--- src/rtl/uart_pkg.sv ---
// Definitions shared by the UART receive and transmit paths: FSM state
// encodings, parity group size and a parity-bit-count helper.
package uart_pkg;

  localparam int GROUP_SIZE = 8;

  typedef logic [2:0] uart_state_t;

  localparam logic [2:0] ST_IDLE    = 3'd0;
  localparam logic [2:0] ST_DATA    = 3'd1;
  localparam logic [2:0] ST_PARITY  = 3'd2;
  localparam logic [2:0] ST_STOP    = 3'd3;
  localparam logic [2:0] ST_RECOVER = 3'd4;

  // Parity bits in a frame: one per (possibly partial) group, or one overall.
  function automatic int parity_bits(input int width, input logic pf);
    return pf ? (width + GROUP_SIZE - 1) / GROUP_SIZE : 1;
  endfunction

endpackage

--- src/rtl/rx_path.sv ---
// Bit-synchronous UART receiver: start, LSB-first data, even parity per
// 8-bit group or per frame, one stop bit. All outputs are registered.
module rx_path
  import uart_pkg::*;
#(
  parameter int WIDTH_SIZE = 8
) (
  input  logic                  clk,
  input  logic                  reset,
  input  logic                  Rx,
  input  logic                  PF,
  output logic [WIDTH_SIZE-1:0] data_out,
  output logic                  valid_out,
  output logic                  parity_err,
  output logic                  frame_err,
  output logic                  busy,
  output logic [2:0]            state_dbg
);

  localparam int IW = $clog2(WIDTH_SIZE + 1);
  localparam int GW = $clog2(GROUP_SIZE);
  localparam logic [IW-1:0] IDX_LAST = IW'(WIDTH_SIZE - 1);
  localparam logic [IW-1:0] IDX_ALL  = IW'(WIDTH_SIZE);
  localparam logic [GW-1:0] GRP_LAST = GW'(GROUP_SIZE - 1);

  uart_state_t           state_q, state_d;
  logic [IW-1:0]         idx_q, idx_d;
  logic [GW-1:0]         grp_q, grp_d;
  logic                  acc_q, acc_d;
  logic                  pf_q, pf_d;
  logic                  perr_q, perr_d;
  logic [WIDTH_SIZE-1:0] shift_q, shift_d;
  logic [WIDTH_SIZE-1:0] data_out_q, data_out_d;
  logic                  valid_q, valid_d;
  logic                  perr_out_q, perr_out_d;
  logic                  ferr_out_q, ferr_out_d;
  logic                  busy_q, busy_d;

  always_comb begin
    state_d    = state_q;
    idx_d      = idx_q;
    grp_d      = grp_q;
    acc_d      = acc_q;
    pf_d       = pf_q;
    perr_d     = perr_q;
    shift_d    = shift_q;
    data_out_d = data_out_q;
    valid_d    = 1'b0;
    perr_out_d = perr_out_q;
    ferr_out_d = ferr_out_q;

    case (state_q)
      ST_IDLE: begin
        if (!Rx) begin
          state_d = ST_DATA;
          pf_d    = PF;
          idx_d   = '0;
          grp_d   = '0;
          acc_d   = 1'b0;
          perr_d  = 1'b0;
        end
      end
      ST_DATA: begin
        // Right shift places the first (LSB) bit at position 0 after the last bit.
        shift_d = WIDTH_SIZE'({Rx, shift_q} >> 1);
        idx_d   = idx_q + IW'(1);
        grp_d   = grp_q + GW'(1);
        acc_d   = acc_q ^ Rx;
        if (idx_q == IDX_LAST || (pf_q && grp_q == GRP_LAST)) begin
          state_d = ST_PARITY;
        end
      end
      ST_PARITY: begin
        if (Rx != acc_q) perr_d = 1'b1;
        acc_d   = 1'b0;
        state_d = (idx_q == IDX_ALL) ? ST_STOP : ST_DATA;
      end
      ST_STOP: begin
        data_out_d = shift_q;
        perr_out_d = perr_q;
        ferr_out_d = !Rx;
        valid_d    = 1'b1;
        state_d    = Rx ? ST_IDLE : ST_RECOVER;
      end
      ST_RECOVER: begin
        if (Rx) state_d = ST_IDLE;
      end
      default: state_d = ST_IDLE;
    endcase

    busy_d = (state_d != ST_IDLE);
  end

  always_ff @(posedge clk or negedge reset) begin
    if (!reset) begin
      state_q    <= ST_IDLE;
      idx_q      <= '0;
      grp_q      <= '0;
      acc_q      <= 1'b0;
      pf_q       <= 1'b0;
      perr_q     <= 1'b0;
      shift_q    <= '0;
      data_out_q <= '0;
      valid_q    <= 1'b0;
      perr_out_q <= 1'b0;
      ferr_out_q <= 1'b0;
      busy_q     <= 1'b0;
    end else begin
      state_q    <= state_d;
      idx_q      <= idx_d;
      grp_q      <= grp_d;
      acc_q      <= acc_d;
      pf_q       <= pf_d;
      perr_q     <= perr_d;
      shift_q    <= shift_d;
      data_out_q <= data_out_d;
      valid_q    <= valid_d;
      perr_out_q <= perr_out_d;
      ferr_out_q <= ferr_out_d;
      busy_q     <= busy_d;
    end
  end

  assign data_out   = data_out_q;
  assign valid_out  = valid_q;
  assign parity_err = perr_out_q;
  assign frame_err  = ferr_out_q;
  assign busy       = busy_q;
  assign state_dbg  = state_q;

endmodule

--- config.mk ---
export PLATFORM = sky130hd
export DESIGN_NAME = rx_path
export DESIGN_NICKNAME = d
export VERILOG_FILES = /design/src/rtl/uart_pkg.sv /design/src/rtl/rx_path.sv
export SDC_FILE = /design/constraint.sdc
export NUM_CORES = 1
export LEC_CHECK = 0
export BUFFER_PORTS_ARGS = -buffer_cell sky130_fd_sc_hd__buf_2
export CAP_MARGIN = 20
export CORE_ASPECT_RATIO = 2
export CORE_UTILIZATION = 44
export DETAILED_ROUTE_END_ITERATION = 12
export GPL_ROUTABILITY_DRIVEN = 0
export GPL_TIMING_DRIVEN = 1
export PLACE_DENSITY = 0.63
export SLEW_MARGIN = 20
export SYNTH_ARGS = -nofsm -noshare
export SYNTH_HDL_FRONTEND = slang
export SYNTH_SLANG_ARGS = --single-unit
--- constraint.sdc ---
create_clock -name clk -period 3.86 [get_ports clk]
set_input_delay 0.193 -clock clk [delete_from_list [all_inputs] [get_ports clk]]
set_output_delay 0.193 -clock clk [all_outputs]
set_load 0.05 [all_outputs]
==> flow_summary.ini <==
[routing]
drt-wirelength-per-cell_um = 14.1
drc = 0
viasPerCell = 5.40
drtIter0Drc = 7
dr.pass1.iters = 4
wl_um = 2320
ant_nets = 0
via_count = 886

[clock_tree]
clk_root_buffer_cell = clkbuf_8
ctsHoldBuffers = 1
cts_post_setup_buffers_inserted = 0
cts_made_buffers = 5
cts_tree = built
post_cts_resized = 0
worstSkewPairLatency_ns = 0.28
cts_buffer_depth = 2
clk_pin_slew_ns = 0.06
clock-sinks = 33
htreeDepth = 2

[placed_design]
post-place-cells = 155
io_buffers = 18
dp_hpwl_um = 1660

[grt]
grtUsageTotal_pct = 15.6
antenna_found_initial = 0
grt_first_pass_wirelength_um = 4220
grt_pass1_vias = 894
grt_max_degree = 34
grt_overflow = 0

[floorplan]
core_area_um2 = 3160
num_rows = 29
die_h_um = 83.1
num_io_pins = 19
die_w_um = 42.5
dieArea_um2 = 3530
start_util_pct = 45.8

[setup_path]
r2r_setup_slack_ns = 2.23
cp_num_buf_inv = 0
reg2reg_from = state_dbg[1]
crit_end = shift_q[4]
arrival_ns = 1.79
required_ns = 4.02
r2r_cells = 2
slowest_delay_ns = 0.61
crit_family = simple AND/OR/NAND/NOR gates
crit_path_start_kind = flop
path_max_fanout = 13
path_cells = or3b_1 -> mux2_4
crit_start = state_dbg[1]
crit_type = reg2reg
reg2reg_to = shift_q[4]
worstSetupEndpointType = flop
cp.depth = 2
cpMaxStageDelayCell = or3b_1

[job]
drv_cap = 0

[synth]
synth-async-reset-ratio_pct = 100
synth_edf_count = 0
synth_area_per_cell_um2 = 12.9
synth_compound_area_share_pct = 9.34
syn_inst = 112
yosys.area_share.simple_pct = 8.65
synth_fp_nets = 120
synth_top_family_by_area = multiplexers
synthXorXnorAreaFrac_pct = 1.82
ys_warn_count = 0
syn_area_um2 = 1450
yosys_most_used_dff = dfrtp_1
muxShareOfSynthArea_pct = 15.2
synth_seq_area_share_pct = 57.1
synth_fa_ha_area_share_pct = 3.46
ys_types = 33
ys_ff_latch = 33

[sta]
fmax_ghz = 0.614
period_share_pct = 42.2
rsz0062_at_grt = false
slew_headroom_pct = 52.1
hold_violations = 0
maxSlewViolCount = 0
worst_slew_pin_slew_ns = 0.719
final.setup.tns_ns = 0
post-route-min-period_ns = 1.63
finalClockSkew_ns = 0.00445
setup_viol = 0

[layout]
drive_above_1_share_pct = 33.8
num_antenna_cells = 0
layout.cells.non_filler = 164
mostFrequentLayoutCells = dfrtp_1 (33), buf_2 (18), mux2_2 (12)
mostFrequentLayoutCell = dfrtp_1
syn_to_final_growth_pct = 14.8
fin_nets = 140

[run_status]
status = finished clean

[power_and_ir_drop]
p_leak_nw = 0.825
cellPowerDensity_nw_per_um2 = 981
peakVddDrop_v = 0.000410

[worst_hold_path]
hp-start = PF
hold_path.class = in2reg
[routing by layer]
metal  GRT usage (%)  vias up  part of all wire [%]
met2            25.7       16                    54
met3            4.13        5                   3.1
met4            6.82        0                   2.2
met1            18.6      439                    41
li1                -      426                     -
met5               0        -                     0
[cell usage after synthesis (3+ instances only)]
master,number,area [µm²]
buf_2,3,15.0
mux2_2,12,135
dfrtp_1,33,826
xnor2_1,3,26.3
o21ai_0,7,35.0
inv_1,6,22.5
nand2_1,5,18.8
nor2_1,5,18.8
ha_1,4,50.1
mux2_4,5,75.1
a21oi_1,4,20.0
[sequential cells by signal (all words and copies together) (netlist names)]
signal      flops
acc_q           1
busy            1
valid_out       1
state_dbg       3
pf_q            1
idx_q           4
frame_err       1
shift_q         8
perr_q          1
parity_err      1
grp_q           3
data_out        8
[stage by stage]
stage          utilization (%)  hold WS (ns)  power (mW)  setup WS [ns]  cell area (µm²)
2_1_floorplan                -        -0.103        1.19           2.10             1450
3_3_place_gp              48.6         0.277        1.30           2.27             1530
3_5_place_dp              48.6         0.295        1.32           2.24             1530
4_1_cts                   52.6         0.136        1.65           2.23             1660
5_1_grt                   52.6         0.144        1.74           2.16             1660
6_report                  52.6         0.142        1.63           2.23             1660
[worst register-to-register path, stage by stage (launching register included)]
cell	delay (ns)
dfrtp_1	0.55
or3b_1	0.61
mux2_4	0.36
[where the power goes]
group	switching, mW	internal [mW]	leakage [nW]
sequential	0.114	0.496	0.411
clock	0.116	0.210	0.0585
combinational	0.412	0.281	0.356
[cell families after synthesis]
| family | after synthesis |
|---|---|
| DFF | 33 |
| buffers and inverters | 12 |
| AOI/OAI and AO/OA | 21 |
| adders and majority gates | 4 |
| and+or+nand+nor | 21 |
| muxes | 18 |
| xor gates and xnor gates | 3 |
[layout make-up]
cell class	count	area, µm²
clock buffers	7	86.3
inverters	6	22.5
clock inverters	1	30.0
well taps	31	38.8
flip-flops and latches	33	826
fillers	268	1500
repair buffers	19	100
multi-input cells	67	557
[worst min path at each step]
stage	cells after the start	end
2_1_floorplan	0	acc_q
3_3_place_gp	1	frame_err
3_5_place_dp	1	parity_err
4_1_cts	2	pf_q
5_1_grt	2	pf_q
6_report	2	pf_q
(Power assumes the default switching activity.)
